File: src/rtl/hazard_scoreboard_pkg.sv
// Shared register-file geometry for the decode-stage hazard scoreboard.
// Decode, the register file and the scoreboard all import the same address widths from here.
package hazard_scoreboard_pkg;

  localparam int NREGS         = 32;
  localparam int ADDR_W        = $clog2(NREGS);
  localparam int CNT_W_DEFAULT = 2;

  localparam logic [ADDR_W-1:0] REG_ZERO = '0;

endpackage

File: src/rtl/hazard_scoreboard_sb_reg_counter.sv
// Per-register in-flight write counter: up on issue, down on retire.
// It never wraps in either direction.
module sb_reg_counter #(
  parameter int CNT_W = hazard_scoreboard_pkg::CNT_W_DEFAULT
) (
  input  logic             clk,
  input  logic             rst,
  input  logic             inc,
  input  logic             dec,
  output logic [CNT_W-1:0] cnt,
  output logic             busy
);

  logic [CNT_W-1:0] cnt_q;
  logic [CNT_W-1:0] cnt_d;

  // A retire with nothing outstanding is a spurious writeback.
  // In that case the count stays at zero instead of wrapping.
  always_comb begin
    cnt_d = cnt_q;
    if (inc && !dec && (cnt_q != '1)) begin
      cnt_d = cnt_q + 1'b1;
    end else if (dec && !inc && (cnt_q != '0)) begin
      cnt_d = cnt_q - 1'b1;
    end
  end

  always_ff @(posedge clk or posedge rst) begin
    if (rst) begin
      cnt_q <= '0;
    end else begin
      cnt_q <= cnt_d;
    end
  end

  assign cnt  = cnt_q;
  assign busy = (cnt_q != '0);

endmodule

File: src/rtl/hazard_scoreboard.sv
// Decode-stage issue controller: counts in-flight register writes per register.
// It stalls decode on read-after-write hazards and when a destination counter is full.
module hazard_scoreboard
  import hazard_scoreboard_pkg::*;
#(
  parameter int NREGS     = hazard_scoreboard_pkg::NREGS,
  parameter int ADDR_W    = hazard_scoreboard_pkg::ADDR_W,
  parameter int CNT_W     = hazard_scoreboard_pkg::CNT_W_DEFAULT,
  parameter int WB_BYPASS = 1,
  parameter int STAT_W    = 32
) (
  input  logic              clk,
  input  logic              rst,
  input  logic              id_valid,
  input  logic              id_kill,
  input  logic [ADDR_W-1:0] id_src1,
  input  logic [ADDR_W-1:0] id_src2,
  input  logic              id_use_src2,
  input  logic              id_wb_en,
  input  logic [ADDR_W-1:0] id_dest,
  input  logic              wb_en,
  input  logic [ADDR_W-1:0] wb_dest,
  output logic              stall,
  output logic              issue,
  output logic [NREGS-1:0]  busy_vec,
  output logic [STAT_W-1:0] stall_count
);

  logic [NREGS-1:0][CNT_W-1:0] cnt;
  logic [NREGS-1:0]            busy_w;
  logic [NREGS-1:0]            pend_vec;
  logic [NREGS-1:0]            full_vec;
  logic [NREGS-1:0]            inc_vec;
  logic [NREGS-1:0]            dec_vec;
  logic [STAT_W-1:0]           stall_count_q;
  logic [STAT_W-1:0]           stall_count_d;

  assign cnt[0]    = '0;
  assign busy_w[0] = 1'b0;

  generate
    for (genvar r = 1; r < NREGS; r++) begin : g_cnt
      sb_reg_counter #(.CNT_W(CNT_W)) u_cnt (
        .clk  (clk),
        .rst  (rst),
        .inc  (inc_vec[r]),
        .dec  (dec_vec[r]),
        .cnt  (cnt[r]),
        .busy (busy_w[r])
      );
    end
  endgenerate

  // With bypass, the last outstanding write retiring this cycle is already
  // visible to the register file read, so the register is no longer pending.
  always_comb begin
    pend_vec = '0;
    full_vec = '0;
    for (int r = 1; r < NREGS; r++) begin
      pend_vec[r] = (cnt[r] != '0) &&
                    !((WB_BYPASS != 0) && (cnt[r] == CNT_W'(1)) &&
                      wb_en && (wb_dest == ADDR_W'(r)));
      full_vec[r] = (cnt[r] == '1) && !(wb_en && (wb_dest == ADDR_W'(r)));
    end
  end

  always_comb begin
    stall = 1'b0;
    if (id_valid && !id_kill) begin
      stall = pend_vec[id_src1] |
              (id_use_src2 & pend_vec[id_src2]) |
              (id_wb_en & full_vec[id_dest]);
    end
    issue = id_valid & ~id_kill & ~stall;
  end

  always_comb begin
    inc_vec = '0;
    dec_vec = '0;
    for (int r = 1; r < NREGS; r++) begin
      inc_vec[r] = issue && id_wb_en && (id_dest == ADDR_W'(r));
      dec_vec[r] = wb_en && (wb_dest == ADDR_W'(r));
    end
  end

  always_comb begin
    stall_count_d = stall_count_q;
    if (stall && (stall_count_q != '1)) begin
      stall_count_d = stall_count_q + 1'b1;
    end
  end

  always_ff @(posedge clk or posedge rst) begin
    if (rst) begin
      stall_count_q <= '0;
    end else begin
      stall_count_q <= stall_count_d;
    end
  end

  assign busy_vec    = busy_w;
  assign stall_count = stall_count_q;

endmodule

File: config.mk
export PLATFORM = sky130hd
export DESIGN_NAME = hazard_scoreboard
export DESIGN_NICKNAME = d
export VERILOG_FILES = /design/src/rtl/hazard_scoreboard_pkg.sv /design/src/rtl/hazard_scoreboard_sb_reg_counter.sv /design/src/rtl/hazard_scoreboard.sv
export SDC_FILE = /design/constraint.sdc
export NUM_CORES = 1
export LEC_CHECK = 0
export BUFFER_PORTS_ARGS = -buffer_cell sky130_fd_sc_hd__buf_2
export CELL_PAD_IN_SITES_DETAIL_PLACEMENT = 1
export CELL_PAD_IN_SITES_GLOBAL_PLACEMENT = 1
export CORE_UTILIZATION = 47
export CTS_BUF_LIST = sky130_fd_sc_hd__clkbuf_4 sky130_fd_sc_hd__clkbuf_8 sky130_fd_sc_hd__clkbuf_16
export CTS_CLUSTER_SIZE = 10
export DETAILED_ROUTE_END_ITERATION = 6
export MAX_ROUTING_LAYER = met4
export PLACE_DENSITY = 0.95
export SETUP_SLACK_MARGIN = 0.05
export SYNTH_ARGS = -nofsm -noshare
export SYNTH_HDL_FRONTEND = slang
export SYNTH_HIERARCHICAL = 1
export SYNTH_SLANG_ARGS = --single-unit
File: constraint.sdc
create_clock -name clk -period 8.7 [get_ports clk]
set_input_delay 1.305 -clock clk [delete_from_list [all_inputs] [get_ports clk]]
set_output_delay 1.305 -clock clk [all_outputs]
set_load 0.01 [all_outputs]
; ---- Word-level counts from Yosys, hierarchy flattened
; Cells that the tools add are included.
[word_totals]
reg_bits = 94
input_bits = 27
out_inout_bits = 66
[op_classes]
add_sub_neg = 63
order_cmp = 3
eq_ne = 156
n_mux = 69
bitwise = 8
reduce_logical = 469
[op_table]
columns = operator, count
row1 = $logic_and 1x1->1, 313
row2 = $eq 5x5->1 const B, 32
row3 = $mux 2, 62
row4 = $reduce_bool 2->1, 62
row5 = $logic_not 1->1, 94
row6 = $eq 5x4->1 const B, 16
row7 = $add 2x1->2 const B, 31
row8 = $eq 2x1->1 const B, 31
row9 = $eq 2x2->1 const B, 31
row10 = $ne 2x2->1 const B, 31
row11 = $sub 2x1->2 const B, 31
row12 = $eq 5x3->1 const B, 8
row13 = $add 32x1->32 const B, 1
row14 = $ne 32x32->1 const B, 1
row15 = $eq 5x2->1 const B, 4
row16 = $lt 5x6->1 const B, 3
row17 = $bmux 1 s5, 3
row18 = $eq 5x1->1 const B, 2
row19 = $and 1x1->1, 4
row20 = $mux 1, 4
row21 = $not 1->1, 2
row22 = $or 1x1->1, 2

; ---- Logic depth before layout (Yosys ltp)
; Gate-level depths: netlist (run 1).
[depth]
ltp_word = 20
ltp_mapped = 15
mapped_depth_nobuf = 12

; ---- Modules after synthesis
; The synthesis (run 1) kept the hierarchy.
[modules_own_cells]
columns = module, n_inst, cells_each, area_per_inst_um2, seq_area_each_um2
row1 = hazard_scoreboard, 1, 509, 3588.4, 800.8
row2 = sb_reg_counter, 31, 14, 115.1, 50.0

; ---- Worst setup path after synthesis (run 1)
; No wires, ideal clock.
[synth_timing]
kind = input to output
start = input wb_dest[4]
end = output issue
arrival_time_ps = 3737
slack_ps = 3658
stages = 10
cell_sequence = or4b_1 > clkbuf_1 > o21a_1 > or3_1 > o2111ai_1 > nor4b_1 > o21ai_1 > nor4b_4 > buf_2 > and2_1
[synth_between]
elab_chain_len = 12
word_cells_on_any_way = 230
[synth_rtl]
columns = element, line_no
row1 = from (decl), hazard_scoreboard.sv:22  ; input logic [ADDR_W-1:0] wb_dest,
row2 = "$eq 5x1->1, or another cell as far along", "hazard_scoreboard.sv:62, hazard_scoreboard.sv:63"
row3 = $logic_and 1x1->1, hazard_scoreboard.sv:62  ; wb_en && (wb_dest == ADDR_W'(r)));
row4 = $logic_not 1->1, hazard_scoreboard.sv:61  ; !((WB_BYPASS != 0) && (cnt[r] == CNT_W'(1)) &&
row5 = $logic_and 1x1->1, hazard_scoreboard.sv:60  ; pend_vec[r] = (cnt[r] != '0) &&
row6 = $bmux 1 s5, hazard_scoreboard.sv:71  ; (id_use_src2 & pend_vec[id_src2]) |
row7 = $mux 1 (not written as such), hazard_scoreboard.sv:71
row8 = $and 1x1->1, hazard_scoreboard.sv:71
row9 = $or 1x1->1, hazard_scoreboard.sv:70  ; stall = pend_vec[id_src1] |
row10 = $or 1x1->1 (*), hazard_scoreboard.sv:71
row11 = $mux 1 (*), hazard_scoreboard.sv:69  ; if (id_valid && !id_kill) begin
row12 = $not 1->1 (*), hazard_scoreboard.sv:74  ; issue = id_valid & ~id_kill & ~stall;
row13 = $and 1x1->1 (*), hazard_scoreboard.sv:74
row14 = to (decl), hazard_scoreboard.sv:24  ; output logic issue,
; Every way passes the cells marked *; elsewhere a longest branch is shown, timed or not. The select of a mux whose other input is x is not followed.

; ---- Worst setup path after layout (run 1)
[layout_timing]
start = input wb_dest[1]
end = output issue
; Same word-level chain as after synthesis.

==> results of run 1 <==
registers in the layout, indices dropped and copies added, names as in the netlist:
name and count:
g_cnt.u_cnt/cnt 62, stall_count 32
final cells by class:
type	instances	area [um^2]	share of cell area, %
multi-input combinational	767	4480	55.5
sequential	94	2350	29.1
timing repair buffer	94	478	5.91
tap	184	230	2.85
clock buffer	9	225	2.79
inverter	53	199	2.46
clock inverter	7	109	1.35
antenna	3	7.51	0.0929
layer usage:
layer	up-vias	GRT usage [%]	part of all wire, %	wire (um)
met1	3730	40.4	42	10400
met5	-	-	0	0
met3	82	5.69	6.5	1610
li1	3486	-	-	-
met2	310	54.3	48	11900
met4	0	15.1	3.9	963
kinds of logic (layout without fill, tap and decap cells):
| group | after synthesis | count (layout) | share of synthesized area [%] |
|---|---|---|---|
| AOI/OAI and AO/OA | 202 | 202 | 16.9 |
| xor gates and xnor gates | 32 | 32 | 3.92 |
| adders and majority gates | 1 | 1 | 0.175 |
| buffers and inverters | 82 | 163 | 4.48 |
| DFF | 94 | 94 | 32.9 |
| muxes | 3 | 3 | 0.787 |
| other | 1 | 4 | 0.0524 |
| and+or+nand+nor | 528 | 528 | 40.8 |
through the flow:
| step | utilization, % | instance area [um^2] | cells | setup WS [ps] | hold slack [ps] |
|---|---|---|---|---|---|
| 6_report | 55.0 | 8090 | 1211 | 3040 | 502 |
| 5_1_grt | 55.0 | 8090 | 1211 | 2820 | 517 |
| 4_1_cts | 55.0 | 8080 | 1208 | 3130 | 502 |
| 3_5_place_dp | 52.7 | 7740 | 1192 | 3070 | 487 |
| 3_3_place_gp | 52.7 | 7740 | 1192 | 3170 | 471 |
| 2_1_floorplan | - | 7160 | 943 | 3660 | 479 |
power breakdown:
part | internal (mW) | switching (mW)
clock network | 0.259 | 0.198
registers | 0.462 | 0.0395
logic | 0.0877 | 0.142
worst reg2reg max path: cells and delay by family (launching register included):
family / cells / cell delay, ps
AND/OR/NAND/NOR: 7 / 2330
AO/OA/AOI/OAI: 5 / 980
buffers and inverters: 1 / 400
flip-flops: 1 / 460
path summary, 6_finish.rpt:
| kind | startpoint | to | slack [ps] | depth (start not counted) |
|---|---|---|---|---|
| worst max-delay path | wb_dest[1] | issue | 3040 | 11 |
| worst min-delay path | stall_count[31] | stall_count[31] | 500 | 1 |
| worst max register to register | g_cnt[4].u_cnt/cnt[1] | g_cnt[11].u_cnt/cnt[0] | 4450 | 13 |
| worst min register to register | stall_count[31] | stall_count[31] | 500 | 1 |
| max in group asynchronous | rst | stall_count[15] | 7050 | 4 |
| min in group asynchronous | rst | g_cnt[14].u_cnt/cnt[0] | 1080 | 3 |
cells in the mapped netlist, types with 21 or more instances:
cell type / number
and3b_1: 31
nand2b_1: 71
clkbuf_1: 21
a21oi_1: 83
nor2b_1: 38
nor3_1: 69
nand2_1: 54
nor2_1: 131
or2_2: 40
dfrtp_1: 94
inv_1: 53
xor2_1: 30
o21ai_0: 40
==> results.yml, run 1 <==
die:
  die_y_um: 125
  start_util_pct: 48.7
  core_um2: 14700
  pin_count: 93
  die_area_um2: 15700
  rows: 44
  die-width_um: 125
setup_path:
  crit_arrival_ps: 4350
  crit_path_top_delay_cell: "nand2b_1"
  cp-end-kind: "primary output"
  path_class: "in2out"
  crit_top_cell: "buf_2"
  cp.required_ps: 7390
  startpoint_type: "input pin"
  cp_top_family: "simple AND/OR/NAND/NOR gates"
  cp_num_buf_inv: 3
  crit_chain: "buf_2 > nand2b_1 > o21ai_0 > and3_1 > o41ai_1 > a31oi_1 > nor4_1 > nor4b_4 > buf_4 > and2_1 > buf_2"
  cp_max_fo: 35
  max_stage_delay_ps: 700
clock_network:
  cts_tree: "yes"
  cts_sinks: 94
  postCtsSetupBuffers: 0
  htree_levels: 3
  cts-resized-gates: 0
  ctsHoldBuffers: 0
  clkLatencyLatePin_ps: 370
  clockBufferDepth: 2
  numCtsBuffers: 9
  clk_pin_slew_ps: 80
  root_buffer: "clkbuf_16"
global_routing:
  grt_pass1_wl_mm: 40.0
  grt_max_degree: 36
  first_global_vias: 7712
  overflow: 0
  antenna_found_initial: 1
  grt_usage_pct: 33.3
timing:
  relSlewSlack_pct: 42.6
  report.final.slew_viol_count: 0
  hold_violations: 0
  finalClockSkew_ps: 12.0
  tns_ps: 0
  tightest_slew_ps: 859
  fmax_ghz: 0.177
  period_share_pct: 65.0
  rsz0062_at_grt: "no"
  post-route-min-period_ps: 5660
  setup_viol: 0
pwr:
  power_mw: 1.19
  vdd_drop_max_v: 0.000119
  p_leak_nw: 3.93
  powerDensity_nw_per_um2: 147
min_path:
  worstHoldPathType: "reg2reg"
cells_and_area:
  area_delta_synth_final_pct: 13.0
  fill_cells: 1878
  fin_nets: 1047
  final_cell_mix: "131 x nor2_1, 94 x dfrtp_1, 91 x buf_2"
  final_common_cell: "nor2_1"
  drive_gt1_share_pct: 15.5
yosys:
  yosysSeqAreaShare_pct: 32.9
  netlist.area_leader.share_pct: 32.9
  synthCells: 943
  synth_cell_types: 61
  async_flop_share_pct: 100
  synth_area_leaders: "dfrtp_1 33%, nor2_1 6.9%, nand2b_1 6.2%, a21oi_1 5.8%, nor3_1 4.8%"
  synth_edf_count: 0
  synth_seq_cells: 94
  synth-main-ff-cell: "dfrtp_1"
  syn_area_um2: 7160
  synth_top_area_cell: "dfrtp_1"
  synth_nets: 971
  ys_warn_count: 6
  avgSynthCellArea_um2: 7.59
placement:
  place.gp.congestion: 0.995
  dp_hpwl_mm: 18.4
  io_buffers: 91
route:
  first_pass_iters: 7
  drtIter0Drc: 673
  wirelength_mm: 24.8
  wl_per_cell_um: 20.5
  drc_errors: 6
  drtAntennaViolNets: 0
  vias: 7608
  routed_via_density: 6.28
status:
  status: "finished with violations"
  violations: "DRC"
run:
  drv_cap: 0
Note: power is estimated with default switching activity, not from simulation.
==> run 2: changes to the inputs <==
- CORE_UTILIZATION: 47 -> 43
- PLACE_DENSITY: 0.95 -> 0.92
- clock period: 8.7 -> 5.4 ns (I/O delays scaled with it)
==> run 2 against run 1 <==
Effect of this change:
- the flow now finishes without violations
- final area increased by 0.23%
- global-route usage down 2.3 points
- clock skew is 1.6 ps higher
- count of clock-buffer cells in the layout stayed put
- register-to-register slack worse by 2900 ps
- sequential share of layout area is 0.067 points lower
- die area increased by 9.1%
- power grew 52%
- critical path type unchanged
- highest routed layer unchanged
==> results.yml, run 2 (synthesis gave the netlist of run 1 again) <==
status:
  status: "finished clean"
timing:
  setup_viol: 0
  tns_ps: 0
  rsz0062_at_grt: "no"
  relSlewSlack_pct: 43.2
  period_share_pct: 88.6
  hold_violations: 0
  post-route-min-period_ps: 4780
  finalClockSkew_ps: 13.6
  fmax_ghz: 0.209
  report.final.slew_viol_count: 0
  tightest_slew_ps: 830
setup_path:
  r2r-start: "g_cnt[9].u_cnt/cnt[1]"
  cp-end-kind: "primary output"
  crit_start: "wb_dest[4]"
  cp.required_ps: 4590
  cp_max_fo: 33
  startpoint_type: "input pin"
  crit_arrival_ps: 3970
  path_class: "in2out"
die:
  die_area_um2: 17200
  die-width_um: 131
  start_util_pct: 44.6
  rows: 46
  core_um2: 16100
  die_y_um: 131
  pin_count: 93
route:
  first_pass_iters: 5
  wirelength_mm: 24.2
  vias: 7481
  drc_errors: 0
  routed_via_density: 6.01
  wl_per_cell_um: 19.4
  drtIter0Drc: 421
  drtAntennaViolNets: 0
pwr:
  combPwrFrac_pct: 20.3
  power_mw: 1.80
  seqPwrFrac_pct: 44.6
  powerDensity_nw_per_um2: 223
  vdd_drop_max_v: 0.000197
  p_sw_mw: 0.594
  p_leak_nw: 3.93
  p_int_mw: 1.21
  swShare_pct: 32.9
  clkPwrFrac_pct: 35.1
cells_and_area:
  seq_area_um2: 2350
  largest_reg_flops: 62
  drive_gt1_share_pct: 15.9
  final_cell_mix: "131 x nor2_1, 94 x dfrtp_1, 91 x buf_2"
  fill_cells: 2073
  final_common_cell: "nor2_1"
  area_delta_synth_final_pct: 13.2
  fin_cells: 1245
  fin_nets: 1051
  multi_input_area_um2: 4480
  utilization_pct: 50.5
global_routing:
  grt_max_degree: 34
  overflow: 0
  grt_pass1_wl_mm: 39.7
  antenna_found_initial: 1
  grt_usage_pct: 31.0
  first_global_vias: 7656
placement:
  place_inst: 1228
  io_buffers: 91
  place.gp.congestion: 0.977
  dp_hpwl_mm: 18.4
clock_network:
  clockBufferDepth: 2
  clk_pin_slew_ps: 80
  root_buffer: "clkbuf_16"
  cts_tree: "yes"
  htree_levels: 3
  cts_sinks: 94
  numCtsBuffers: 9
  cts-resized-gates: 0
  postCtsSetupBuffers: 0
  clkLatencyLatePin_ps: 370
  ctsHoldBuffers: 0
min_path:
  worstHoldPathType: "reg2reg"
  min_from: "stall_count[26]"
run:
  drv_cap: 0
-- run 2: through the flow --
stage          worst slack, ps  hold slack [ps]  cell area (um^2)
2_1_floorplan             1350              479              7160
3_3_place_gp               757              470              7810
3_5_place_dp               718              470              7810
4_1_cts                    688              485              8100
5_1_grt                    457              512              8100
6_report                   616              481              8100
-- run 2: final cells by class --
cell class	instances	area share [%]
Multi-Input combinational cell	767	55.3
Clock inverter	7	0.772
Timing Repair Buffer	98	6.27
Sequential cell	94	29.0
Antenna cell	1	0.0309
Clock buffer	9	2.78
Tap cell	216	3.33
Inverter	53	2.45
-- run 2: path summary, 6_finish.rpt --
| kind | end | slack [ps] | cells past startpoint |
|---|---|---|---|
| min reg2reg | stall_count[26] | 480 | 1 |
| min in group asynchronous | g_cnt[8].u_cnt/cnt[1] | 590 | 3 |
| max in group asynchronous | stall_count[7] | 3890 | 4 |
| max reg2reg | g_cnt[15].u_cnt/cnt[0] | 1570 | 13 |
| min | stall_count[26] | 480 | 1 |
| max | issue | 620 | 11 |
-- run 2: worst max-delay path, cell delays in order --
cell and delay, ps:
buf_2 160, or4b_1 700, o21a_1 280, o21ai_0 190, o311ai_0 160, nor4b_1 370, o21ai_1 170, nor4b_4 390
buf_4 410, and2_1 180, buf_2 120
-- run 2: power groups by stage --
| stage | combinational [mW] | clock [mW] | sequential, mW |
|---|---|---|---|
| 3_5_place_dp | 0.360 | 0 | 0.817 |
| 5_1_grt | 0.403 | 0.682 | 0.811 |
| 4_1_cts | 0.363 | 0.647 | 0.804 |
| 6_report | 0.366 | 0.634 | 0.804 |
| 2_1_floorplan | 0.227 | 0 | 0.809 |
| 3_3_place_gp | 0.350 | 0 | 0.814 |
-- run 2: per-layer routing --
layer / wire (um) / vias to the layer above / global-route usage [%]
met1: 10700 / 3659 / 38.9
met2: 11400 / 262 / 49.3
met5: 0 / - / -
met3: 1290 / 70 / 5.13
met4: 826 / 0 / 13.3
li1: - / 3490 / -
